## src/rtl/panic_credit_scheduler_if.sv

```systemverilog
// panic_credit_scheduler_if
// Descriptor-in / grant-out bundle of the panic credit scheduler.
//   s_desc_*  : descriptor from the ingress parser (valid, ready, engine mask, tag)
//   m_grant_* : grant to the compute engines (valid, ready, engine index, tag)
// Modports:
//   slave  : scheduler side (consumes descriptors, produces grants)
//   master : environment side (produces descriptors, consumes grants)
// Handshake: a transfer happens on a rising clk edge where valid & ready are
// both 1; the sender holds payload stable while valid & !ready.
interface panic_credit_scheduler_if #(
  parameter int ENGINE_NUM   = 4,
  parameter int TAG_WIDTH    = 8,
  parameter int ENG_ID_WIDTH = 2
);
  logic                    s_desc_valid;
  logic                    s_desc_ready;
  logic [ENGINE_NUM-1:0]   s_desc_mask;
  logic [TAG_WIDTH-1:0]    s_desc_tag;
  logic                    m_grant_valid;
  logic                    m_grant_ready;
  logic [ENG_ID_WIDTH-1:0] m_grant_engine;
  logic [TAG_WIDTH-1:0]    m_grant_tag;

  modport slave (
    input  s_desc_valid, s_desc_mask, s_desc_tag, m_grant_ready,
    output s_desc_ready, m_grant_valid, m_grant_engine, m_grant_tag
  );

  modport master (
    output s_desc_valid, s_desc_mask, s_desc_tag, m_grant_ready,
    input  s_desc_ready, m_grant_valid, m_grant_engine, m_grant_tag
  );
endinterface

```

## src/rtl/panic_credit_scheduler.sv

```systemverilog
// panic_credit_scheduler
// Credit-based round-robin dispatcher of packet descriptors to compute engines.
// A descriptor is granted to the first engine, in round-robin order starting at
// the pointer, that is in its mask and still holds credit. Credits come back via
// credit_return pulses; a return to an already-full engine saturates and sets
// the sticky credit_err flag.
// Ports:
//   clk, rst      : clock, asynchronous active-high reset
//   enable        : 0 blocks acceptance of new descriptors
//   bus (slave)   : descriptor input and grant output handshakes
//   credit_return : per-engine one-credit return pulses
//   credit_count  : registered credits, engine i at [i*CREDIT_WIDTH +: CREDIT_WIDTH]
//   credit_err    : sticky over-return flag
module panic_credit_scheduler #(
  parameter int ENGINE_NUM      = 4,
  parameter int INIT_CREDIT_NUM = 2,
  parameter int CREDIT_WIDTH    = 4,
  parameter int TAG_WIDTH       = 8,
  parameter int ENG_ID_WIDTH    = 2
) (
  input  logic                               clk,
  input  logic                               rst,
  input  logic                               enable,
  panic_credit_scheduler_if.slave            bus,
  input  logic [ENGINE_NUM-1:0]              credit_return,
  output logic [ENGINE_NUM*CREDIT_WIDTH-1:0] credit_count,
  output logic                               credit_err
);
  localparam logic [CREDIT_WIDTH-1:0]   CREDIT_MAX = CREDIT_WIDTH'(INIT_CREDIT_NUM);
  localparam logic [ENG_ID_WIDTH:0]     ENG_NUM_W  = (ENG_ID_WIDTH+1)'(ENGINE_NUM);
  localparam logic [ENG_ID_WIDTH-1:0]   LAST_ENG   = ENG_ID_WIDTH'(ENGINE_NUM-1);

  logic [CREDIT_WIDTH-1:0] credit_q [ENGINE_NUM];
  logic [CREDIT_WIDTH-1:0] credit_d [ENGINE_NUM];
  logic [ENG_ID_WIDTH-1:0] ptr_q, ptr_d;
  logic                    grant_valid_q, grant_valid_d;
  logic [ENG_ID_WIDTH-1:0] grant_engine_q, grant_engine_d;
  logic [TAG_WIDTH-1:0]    grant_tag_q, grant_tag_d;
  logic                    err_q, err_d;

  logic [ENGINE_NUM-1:0]   eligible;
  logic [ENG_ID_WIDTH-1:0] sel;
  logic                    found;
  logic                    accept;
  logic [ENG_ID_WIDTH:0]   idx_w;

  always_comb begin
    eligible = '0;
    for (int i = 0; i < ENGINE_NUM; i++) begin
      eligible[i] = bus.s_desc_mask[i] & (credit_q[i] != '0);
    end
  end

  // Rotating priority search: ptr, ptr+1, ... wrapping at ENGINE_NUM.
  // ptr+k stays below 2*ENGINE_NUM, so a single conditional subtract wraps it.
  always_comb begin
    sel   = '0;
    found = 1'b0;
    idx_w = '0;
    for (int k = 0; k < ENGINE_NUM; k++) begin
      idx_w = {1'b0, ptr_q} + (ENG_ID_WIDTH+1)'(k);
      if (idx_w >= ENG_NUM_W) idx_w = idx_w - ENG_NUM_W;
      if (!found && eligible[idx_w[ENG_ID_WIDTH-1:0]]) begin
        found = 1'b1;
        sel   = idx_w[ENG_ID_WIDTH-1:0];
      end
    end
  end

  // A new descriptor is taken only if the grant register is free or being
  // drained this cycle, so grants never overwrite an unconsumed one.
  assign bus.s_desc_ready = enable & (~grant_valid_q | bus.m_grant_ready) & found;
  assign accept           = bus.s_desc_valid & bus.s_desc_ready;

  always_comb begin
    grant_valid_d  = grant_valid_q;
    grant_engine_d = grant_engine_q;
    grant_tag_d    = grant_tag_q;
    ptr_d          = ptr_q;
    err_d          = err_q;
    for (int i = 0; i < ENGINE_NUM; i++) credit_d[i] = credit_q[i];

    if (accept) begin
      grant_valid_d  = 1'b1;
      grant_engine_d = sel;
      grant_tag_d    = bus.s_desc_tag;
      ptr_d          = (sel == LAST_ENG) ? '0 : sel + 1'b1;
    end else if (bus.m_grant_ready) begin
      grant_valid_d  = 1'b0;
    end

    // Dispatch and return to the same engine in one cycle cancel out, so a
    // return to a full engine is only an error without a same-cycle dispatch.
    for (int i = 0; i < ENGINE_NUM; i++) begin
      if (accept && (sel == ENG_ID_WIDTH'(i))) begin
        if (!credit_return[i]) credit_d[i] = credit_q[i] - 1'b1;
      end else if (credit_return[i]) begin
        if (credit_q[i] == CREDIT_MAX) err_d = 1'b1;
        else                           credit_d[i] = credit_q[i] + 1'b1;
      end
    end
  end

  always_ff @(posedge clk or posedge rst) begin
    if (rst) begin
      for (int i = 0; i < ENGINE_NUM; i++) credit_q[i] <= CREDIT_MAX;
      ptr_q          <= '0;
      grant_valid_q  <= 1'b0;
      grant_engine_q <= '0;
      grant_tag_q    <= '0;
      err_q          <= 1'b0;
    end else begin
      for (int i = 0; i < ENGINE_NUM; i++) credit_q[i] <= credit_d[i];
      ptr_q          <= ptr_d;
      grant_valid_q  <= grant_valid_d;
      grant_engine_q <= grant_engine_d;
      grant_tag_q    <= grant_tag_d;
      err_q          <= err_d;
    end
  end

  always_comb begin
    credit_count = '0;
    for (int i = 0; i < ENGINE_NUM; i++) begin
      credit_count[i*CREDIT_WIDTH +: CREDIT_WIDTH] = credit_q[i];
    end
  end

  assign bus.m_grant_valid  = grant_valid_q;
  assign bus.m_grant_engine = grant_engine_q;
  assign bus.m_grant_tag    = grant_tag_q;
  assign credit_err         = err_q;
endmodule
```

## src/flat_wrapper.sv

```systemverilog
// flat-port wrapper written by rule: the top's interface ports become plain ports
module panic_credit_scheduler_flat 
#(
  parameter int ENGINE_NUM      = 4,
  parameter int INIT_CREDIT_NUM = 2,
  parameter int CREDIT_WIDTH    = 4,
  parameter int TAG_WIDTH       = 8,
  parameter int ENG_ID_WIDTH    = 2
)
  (clk, rst, enable, credit_return, credit_count, credit_err, bus_s_desc_valid, bus_s_desc_mask, bus_s_desc_tag, bus_m_grant_ready, bus_s_desc_ready, bus_m_grant_valid, bus_m_grant_engine, bus_m_grant_tag);
  panic_credit_scheduler_if #(.ENGINE_NUM(ENGINE_NUM), .TAG_WIDTH(TAG_WIDTH), .ENG_ID_WIDTH(ENG_ID_WIDTH)) bus_i ();
  input  logic clk;
  input  logic rst;
  input  logic enable;
  input  logic [ENGINE_NUM-1:0] credit_return;
  output logic [ENGINE_NUM*CREDIT_WIDTH-1:0] credit_count;
  output logic credit_err;
  input wire logic [$bits(bus_i.s_desc_valid)-1:0] bus_s_desc_valid;
  input wire logic [$bits(bus_i.s_desc_mask)-1:0] bus_s_desc_mask;
  input wire logic [$bits(bus_i.s_desc_tag)-1:0] bus_s_desc_tag;
  input wire logic [$bits(bus_i.m_grant_ready)-1:0] bus_m_grant_ready;
  output wire logic [$bits(bus_i.s_desc_ready)-1:0] bus_s_desc_ready;
  output wire logic [$bits(bus_i.m_grant_valid)-1:0] bus_m_grant_valid;
  output wire logic [$bits(bus_i.m_grant_engine)-1:0] bus_m_grant_engine;
  output wire logic [$bits(bus_i.m_grant_tag)-1:0] bus_m_grant_tag;
  assign bus_i.s_desc_valid = bus_s_desc_valid;
  assign bus_i.s_desc_mask = bus_s_desc_mask;
  assign bus_i.s_desc_tag = bus_s_desc_tag;
  assign bus_i.m_grant_ready = bus_m_grant_ready;
  assign bus_s_desc_ready = bus_i.s_desc_ready;
  assign bus_m_grant_valid = bus_i.m_grant_valid;
  assign bus_m_grant_engine = bus_i.m_grant_engine;
  assign bus_m_grant_tag = bus_i.m_grant_tag;
  panic_credit_scheduler #(.ENGINE_NUM(ENGINE_NUM), .INIT_CREDIT_NUM(INIT_CREDIT_NUM), .CREDIT_WIDTH(CREDIT_WIDTH), .TAG_WIDTH(TAG_WIDTH), .ENG_ID_WIDTH(ENG_ID_WIDTH)) u_core (.clk(clk), .rst(rst), .enable(enable), .bus(bus_i), .credit_return(credit_return), .credit_count(credit_count), .credit_err(credit_err));
endmodule
```

## config.mk

```make
export PLATFORM = sky130hd
export DESIGN_NAME = panic_credit_scheduler_flat
export DESIGN_NICKNAME = d
export VERILOG_FILES = /design/src/rtl/panic_credit_scheduler_if.sv /design/src/rtl/panic_credit_scheduler.sv /design/src/flat_wrapper.sv
export SDC_FILE = /design/constraint.sdc
export NUM_CORES = 1
export LEC_CHECK = 0
export CORE_ASPECT_RATIO = 0.9
export CORE_UTILIZATION = 49
export DETAILED_ROUTE_END_ITERATION = 16
export HOLD_SLACK_MARGIN = 0.1
export PLACE_DENSITY = 0.89
export SKIP_CTS_REPAIR_TIMING = 1
export SLEW_MARGIN = 25
export SYNTH_ARGS = -nofsm -noshare
export SYNTH_HDL_FRONTEND = slang
export SYNTH_SLANG_ARGS = --single-unit
```

## constraint.sdc

```tcl
create_clock -name clk -period 3.8 [get_ports clk]
set_input_delay 0.95 -clock clk [delete_from_list [all_inputs] [get_ports clk]]
set_output_delay 0.95 -clock clk [all_outputs]
set_load 0.01 [all_outputs]
```

Word-level counts from Yosys, hierarchy flattened --
Index checks and enable logic that the tools add are counted.
Word-level totals: logic and storage cells 132, input port bits 21, bits in registers 30, output and inout port bits 29
Operators by class: add/subtract/negate cells 16, bitwise gates (word level) 9, reduce and logical (&&, ||, !) cells 24, eq/ne operators 15, mux-type cells 51, magnitude comparators 8
Operator list (number):
- two-way mux 4 bit | 16
- two-way mux 1 bit | 22
- two-way mux 2 bit | 9
- adder 4 x 1 -> 4 bit, second input constant | 4
- == test 4 x 2 -> 1 bit, second input constant | 4
- nonzero test 4 bit | 4
- subtractor 4 x 1 -> 4 bit, second input constant | 4
- less-than comparator 2 x 3 -> 1 bit, second input constant | 4
- AND reduction 3 bit | 4
- nonzero test 2 bit | 5
- >= comparator 3 bit, second input constant | 3
- binary-select mux 1 bit (select 2 bit) | 4
- inequality test 2 x 1 -> 1 bit, second input constant | 4
- inequality test 2 bit, second input constant | 4
- subtractor 2 x 1 -> 2 bit, second input constant | 4
- AND 1 bit | 7
- logical AND 1 bit | 7
- adder 2 x 2 -> 3 bit, second input constant | 2
- == test 2 bit, second input constant | 2
- adder 2 x 1 -> 3 bit, second input constant | 1
- >= comparator 2 x 3 -> 1 bit, second input constant | 1
- logical NOT 1 bit | 3
- adder 2 x 1 -> 2 bit, second input constant | 1
- == test 2 x 1 -> 1 bit, second input constant | 1
- 3 further kinds | 3

Logic depth before layout (Yosys ltp) --
depth after elaboration 27, depth in mapped cells 16, depth with buffers taken out 15

Worst setup path before layout --
OpenSTA, ideal clock, no wires.
path kind in2reg, start point in bus_s_desc_mask[1], end point reg u_core.credit_q (netlist bit u_core.credit_count[7]), stages on the path 16, arrival time 3273 ps, slack 444 ps, setup time 82 ps, data required time 3718 ps, path buffers 1, path through o41ai_2 -> o21ai_0 -> a21oi_1 -> a2bb2oi_1 -> inv_1 -> ha_1 -> nand4_1 -> nand2b_1 -> clkbuf_2 -> inv_1 -> ha_1 -> a21o_1 -> a21o_1 -> nor4_1 -> a41oi_1 -> o22ai_1
Between the ends: elaborated cells on any way between the ends 32, classes of those cells eq/ne (3); mux (17); bitwise (3); reduce/logical (9)
RTL lines:
- start: declaration | line flat_wrapper.sv:19 | input wire logic [$bits(bus_i.s_desc_mask)-1:0] bus_s_desc_mask;
- AND 1 bit * | line panic_credit_scheduler.sv:50 | eligible[i] = bus.s_desc_mask[i] & (credit_q[i] != '0);
- binary-select mux 1 bit (select 2 bit) | line panic_credit_scheduler.sv:63 | if (!found && eligible[idx_w[ENG_ID_WIDTH-1:0]]) begin
- two-way mux 1 bit (implied by the code) | line panic_credit_scheduler.sv:63
- two-way mux 1 bit | line panic_credit_scheduler.sv:63
- logical NOT 1 bit | line panic_credit_scheduler.sv:63
- logical AND 1 bit | line panic_credit_scheduler.sv:63
- two-way mux 1 bit | line panic_credit_scheduler.sv:63
- logical NOT 1 bit | line panic_credit_scheduler.sv:63
- (+2 left out)
- logical NOT 1 bit | line panic_credit_scheduler.sv:63
- logical AND 1 bit | line panic_credit_scheduler.sv:63
- two-way mux 2 bit * | line panic_credit_scheduler.sv:63
- named net u_core.sel[1] | line panic_credit_scheduler.sv:42 | logic [ENG_ID_WIDTH-1:0] sel;
- == test 2 x 1 -> 1 bit * | line panic_credit_scheduler.sv:95 | if (accept && (sel == ENG_ID_WIDTH'(i))) begin
- logical AND 1 bit * | line panic_credit_scheduler.sv:95
- inequality test 2 x 1 -> 1 bit (no source line), or another cell as far along
- AND reduction 3 bit (no source line)
- end: declaration | line panic_credit_scheduler.sv:33 | logic [CREDIT_WIDTH-1:0] credit_q [ENGINE_NUM];
The timed path passes the listed nets; every way through them passes the cells marked *. The select of a mux whose other input is x is not followed. A chain may end at the register's enable or synchronous reset.

Worst setup path after layout --
start point in bus_s_desc_mask[3], end point reg u_core.credit_q (netlist bit u_core.credit_count[11])
Between the ends: elaborated cells on any way between the ends 32, classes of those cells eq/ne (3); mux (17); bitwise (3); reduce/logical (9)
RTL lines (line):
- AND 1 bit * | panic_credit_scheduler.sv:50
- binary-select mux 1 bit (select 2 bit) | panic_credit_scheduler.sv:63
- two-way mux 1 bit (implied by the code) | panic_credit_scheduler.sv:63
- two-way mux 1 bit | panic_credit_scheduler.sv:63
- logical NOT 1 bit | panic_credit_scheduler.sv:63
- logical AND 1 bit | panic_credit_scheduler.sv:63
- two-way mux 1 bit | panic_credit_scheduler.sv:63
- logical NOT 1 bit | panic_credit_scheduler.sv:63
- (+2 left out)
- logical NOT 1 bit | panic_credit_scheduler.sv:63
- logical AND 1 bit | panic_credit_scheduler.sv:63
- two-way mux 2 bit * | panic_credit_scheduler.sv:63
- named net u_core.sel[0] | panic_credit_scheduler.sv:42
- == test 2 bit * | panic_credit_scheduler.sv:95
- logical AND 1 bit * | panic_credit_scheduler.sv:95
- inequality test 2 x 1 -> 1 bit (no source line), or another cell as far along
- AND reduction 3 bit (no source line)
Marked as above.

==> summary.md <==
| Metric | Value |
|---|---|
| Status | complete, no violations |
| Worst setup margin | 211 ps |
| Ys Warns | 0 |
| Final Cycle Share | between 90 and 100% |
| Post-route DRC | 0 |
| Initial antenna violation count | 0 |
| RD Place Congestion | approximately 0.83 |
| R2R setup slack | around 460 ps |
| Area of the core | between 0.003 and 0.004 sq mm |
| Setup repair after global routing missed its margin | false |
| First-pass GRT wire length | between 6 and 7 mm |
| Seq cells post-synth | 30 |
| Area share of the largest cell type after synthesis | about a third |
| Worst EP required | between 3000 and 4000 ps |
| Fill cells | 260 |
| Layout cells sized above 1 | 19.5% |
| Final hold violations | 0 |
| Max-slew headroom | between 60% and 70% |
| NumNets Final | about 280 |
| H-tree lvl count | 2 |
| DIE AREA | ~0.0042 sq mm |
| Sequential share of the synthesized area | 38.9% |
| Largest cells by area after synthesis | dfrtp_1, mux2_2, ha_1 |
| Critical Path Sink Type | register |
| Placement Cell Area | roughly 0.0026 sq mm |
| GR Overflow Total | 0 |
| Initial Util | 51.7% |
| Tot Pwr | ~1.9 mW |
| Period minus WS final | 3590 ps |
| P&R area growth vs syn | 38.2% |
| Worst VDD drop | around 0.35 mV |
| PD cells | 723 mW/mm^2 |
| Sequential standard cell area | between 700 and 800 sq um |
| Fin area | 0.00269 sq mm |
| Max frequency | between 200 and 300 MHz |
| Clock sink count | 30 |
| Die width | just under 70 um |
| Hold path depth | 1 |
| Routed Antenna Nets | 0 |
| P_sw | roughly 0.73 mW |
| Ports | 50 |
| Clk network pwr share | between 10% and 20% |
| Antenna Cells | 0 |
| Max-cap viol count | 0 |
| CTS tree | done |
| CP arrival | between 3000 and 4000 ps |
| Setup Skew | around 5.2 ps |
| Setup_tns | 0 ps |
| IO buf count | ~50 |
| Internal Power | 1.21 mW |
| Placed insts | 284 |
| Leading area contributor after synthesis | dfrtp_1 |
| WHS Endpoint | u_core.bus.m_grant_tag[2] |
| DR WL/cell | roughly 15 um |
| Final wirelength | ~4.4 mm |
| Worst hold start | u_core.bus.m_grant_tag[2] |
| Clock Latency Late Sink | about 280 ps |
| Drt first pass iters | 4 |
| Post-synth ARST share | 100% |
| Mapped Area | 0.00194 sq mm |
| Syn Nets | 217 |
| CTS root buffer | clkbuf_8 |
| DR iter-0 viols | 79 |
| DR vias/cell | between 5 and 6 |
| EDFF count, synth | 0 |
| Critical R2R Launch | u_core.credit_count[0] |
| Worst hold path type | register to register |
| Bufs on Longest Clock Path | 2 |
| Footprint of the multi-input gates | ~0.0011 sq mm |
| FF-to-FF path depth | 15 |
| Switching part of the total power | a little under two fifths |
| Largest net degree at the start of global routing | 17 |
| Reg clk slew, reported paths | ~70 ps |
| CTS buffer count | 5 |
| Final setup viols | 0 |
| Synth Instances | 180 |
| DP Worst Slack | -46.3 ps |
| Cell Count, Final, Fillers Out | 292 |
| Total track usage | between 20 and 25% |
| Die H | 61.7 um |
| DP Wirelength | 3.35 mm |
| Ys flop type | dfrtp_1 |
| Worst setup SP type | input pin |
| Setup CP Type | input pin to register |
| Reg-to-reg endpoint | u_core.credit_count[7] |
| Seq pwr share | approximately 32% |
| Vias | ~1600 |
| Fin. max-slew vios | 0 |
| Cell row count | 21 |
| Leakage | 1.25 nW |
| Gate power share | ~52% |
| Count of different cell masters after synthesis | 46 |
| CP Max Fanout | 4 |
| Syn_area_per_cell | around 11 sq um |
| Vias in the first global route | around 1500 |
| Worst slew pin tran | between 500 and 600 ps |
sequential cells by signal, indices dropped and copies added, names as in the netlist:
register                   count
u_core.credit_err              1
u_core.bus.m_grant_tag         8
u_core.ptr_q                   2
u_core.credit_count           16
u_core.bus.m_grant_valid       1
u_core.bus.m_grant_engine      2
power by group through the flow:
stage               Clock, mW  Sequential [mW]  Combinational (mW)
detailed placement          0            0.626               0.993
finish                  0.318            0.623                1.00
global placement            0            0.623               0.953
floorplan                   0            0.649               0.537
global route            0.339            0.645                1.10
CTS                     0.326            0.621                1.00
synth_stat cells, types with 4 or more instances:
master and number:
nand2_1 11, o21ai_0 8, and3_1 4, nand4_1 5, mux2_2 14, dfstp_2 4
a22o_1 4, a21o_1 8, ha_1 12, inv_1 16, fa_1 4, o41ai_2 4
o22ai_1 4, xnor2_1 7, dfrtp_1 26, a22oi_1 5
cells by family after synthesis:
group | count (synthesis) | share of synthesized area (%)
XOR/XNOR | 7 | 3.16
AND/OR/NAND/NOR | 39 | 11.8
flip-flops | 30 | 38.9
buffers and inverters | 22 | 4.57
adder cells (fa/ha/maj) | 16 | 11.8
multiplexers | 16 | 9.14
AO/OA/AOI/OAI | 50 | 20.6
how the worst max path moves through the flow:
stage                             startpoint                      end  slack (ps)
after global placement    bus_s_desc_mask[3]  u_core.credit_count[11]          -2
after floorplan           bus_s_desc_mask[1]   u_core.credit_count[7]         440
after detailed placement  bus_s_desc_mask[3]  u_core.credit_count[11]         -50
after CTS                 bus_s_desc_mask[1]   u_core.credit_count[7]         240
after global routing      bus_s_desc_mask[1]   u_core.credit_count[7]          70
final                     bus_s_desc_mask[3]  u_core.credit_count[11]         210
layout make-up:
type | count | share of cell area [%]
multi-input combinational | 128 | 41.1
sequential | 30 | 28.1
timing repair buffer | 63 | 22.2
clock buffer | 5 | 2.56
inverter | 17 | 2.38
tap | 46 | 2.14
clock inverter | 3 | 1.49
placed cells by master, fill, tap and decap left out, types with 4 or more instances in the layout:
master,netlist,routed
a21o_1,8,8
a22o_1,4,4
a22oi_1,5,5
and3_1,4,4
buf_4,1,14
clkbuf_8,0,5
clkdlybuf4s50_1,0,49
dfrtp_1,26,26
dfstp_2,4,4
fa_1,4,4
ha_1,12,12
inv_1,16,16
mux2_2,14,14
nand2_1,11,11
nand4_1,5,5
o21ai_0,8,8
o22ai_1,4,4
o41ai_2,4,4
xnor2_1,7,7
metal layers:
layer	GRT usage, %	vias to the layer above	wire, um
met5	0	-	0
li1	-	804	-
met4	7.14	0	44
met2	37.4	45	2160
met1	29.8	778	1970
met3	7.30	4	193
stage by stage:
step / hold WS (ps) / util (%)
after global placement: 485 / 68.4
after CTS: 511 / 71.3
after global routing: 529 / 71.5
after floorplan: 523 / -
after detailed placement: 491 / 68.4
final: 506 / 71.5
worst max-delay path: stages:
cell and delay (ps):
clkdlybuf4s50_1 490, o41a_1 210, o221ai_1 140, a22oi_1 280
inv_1 120, ha_1 220, and4_1 160, nand2_1 80
inv_1 60, ha_1 260, a21o_1 180, a21o_1 210
and3_1 170, mux2i_1 120, o22ai_1 90
Power figures use the tool's default switching activity.
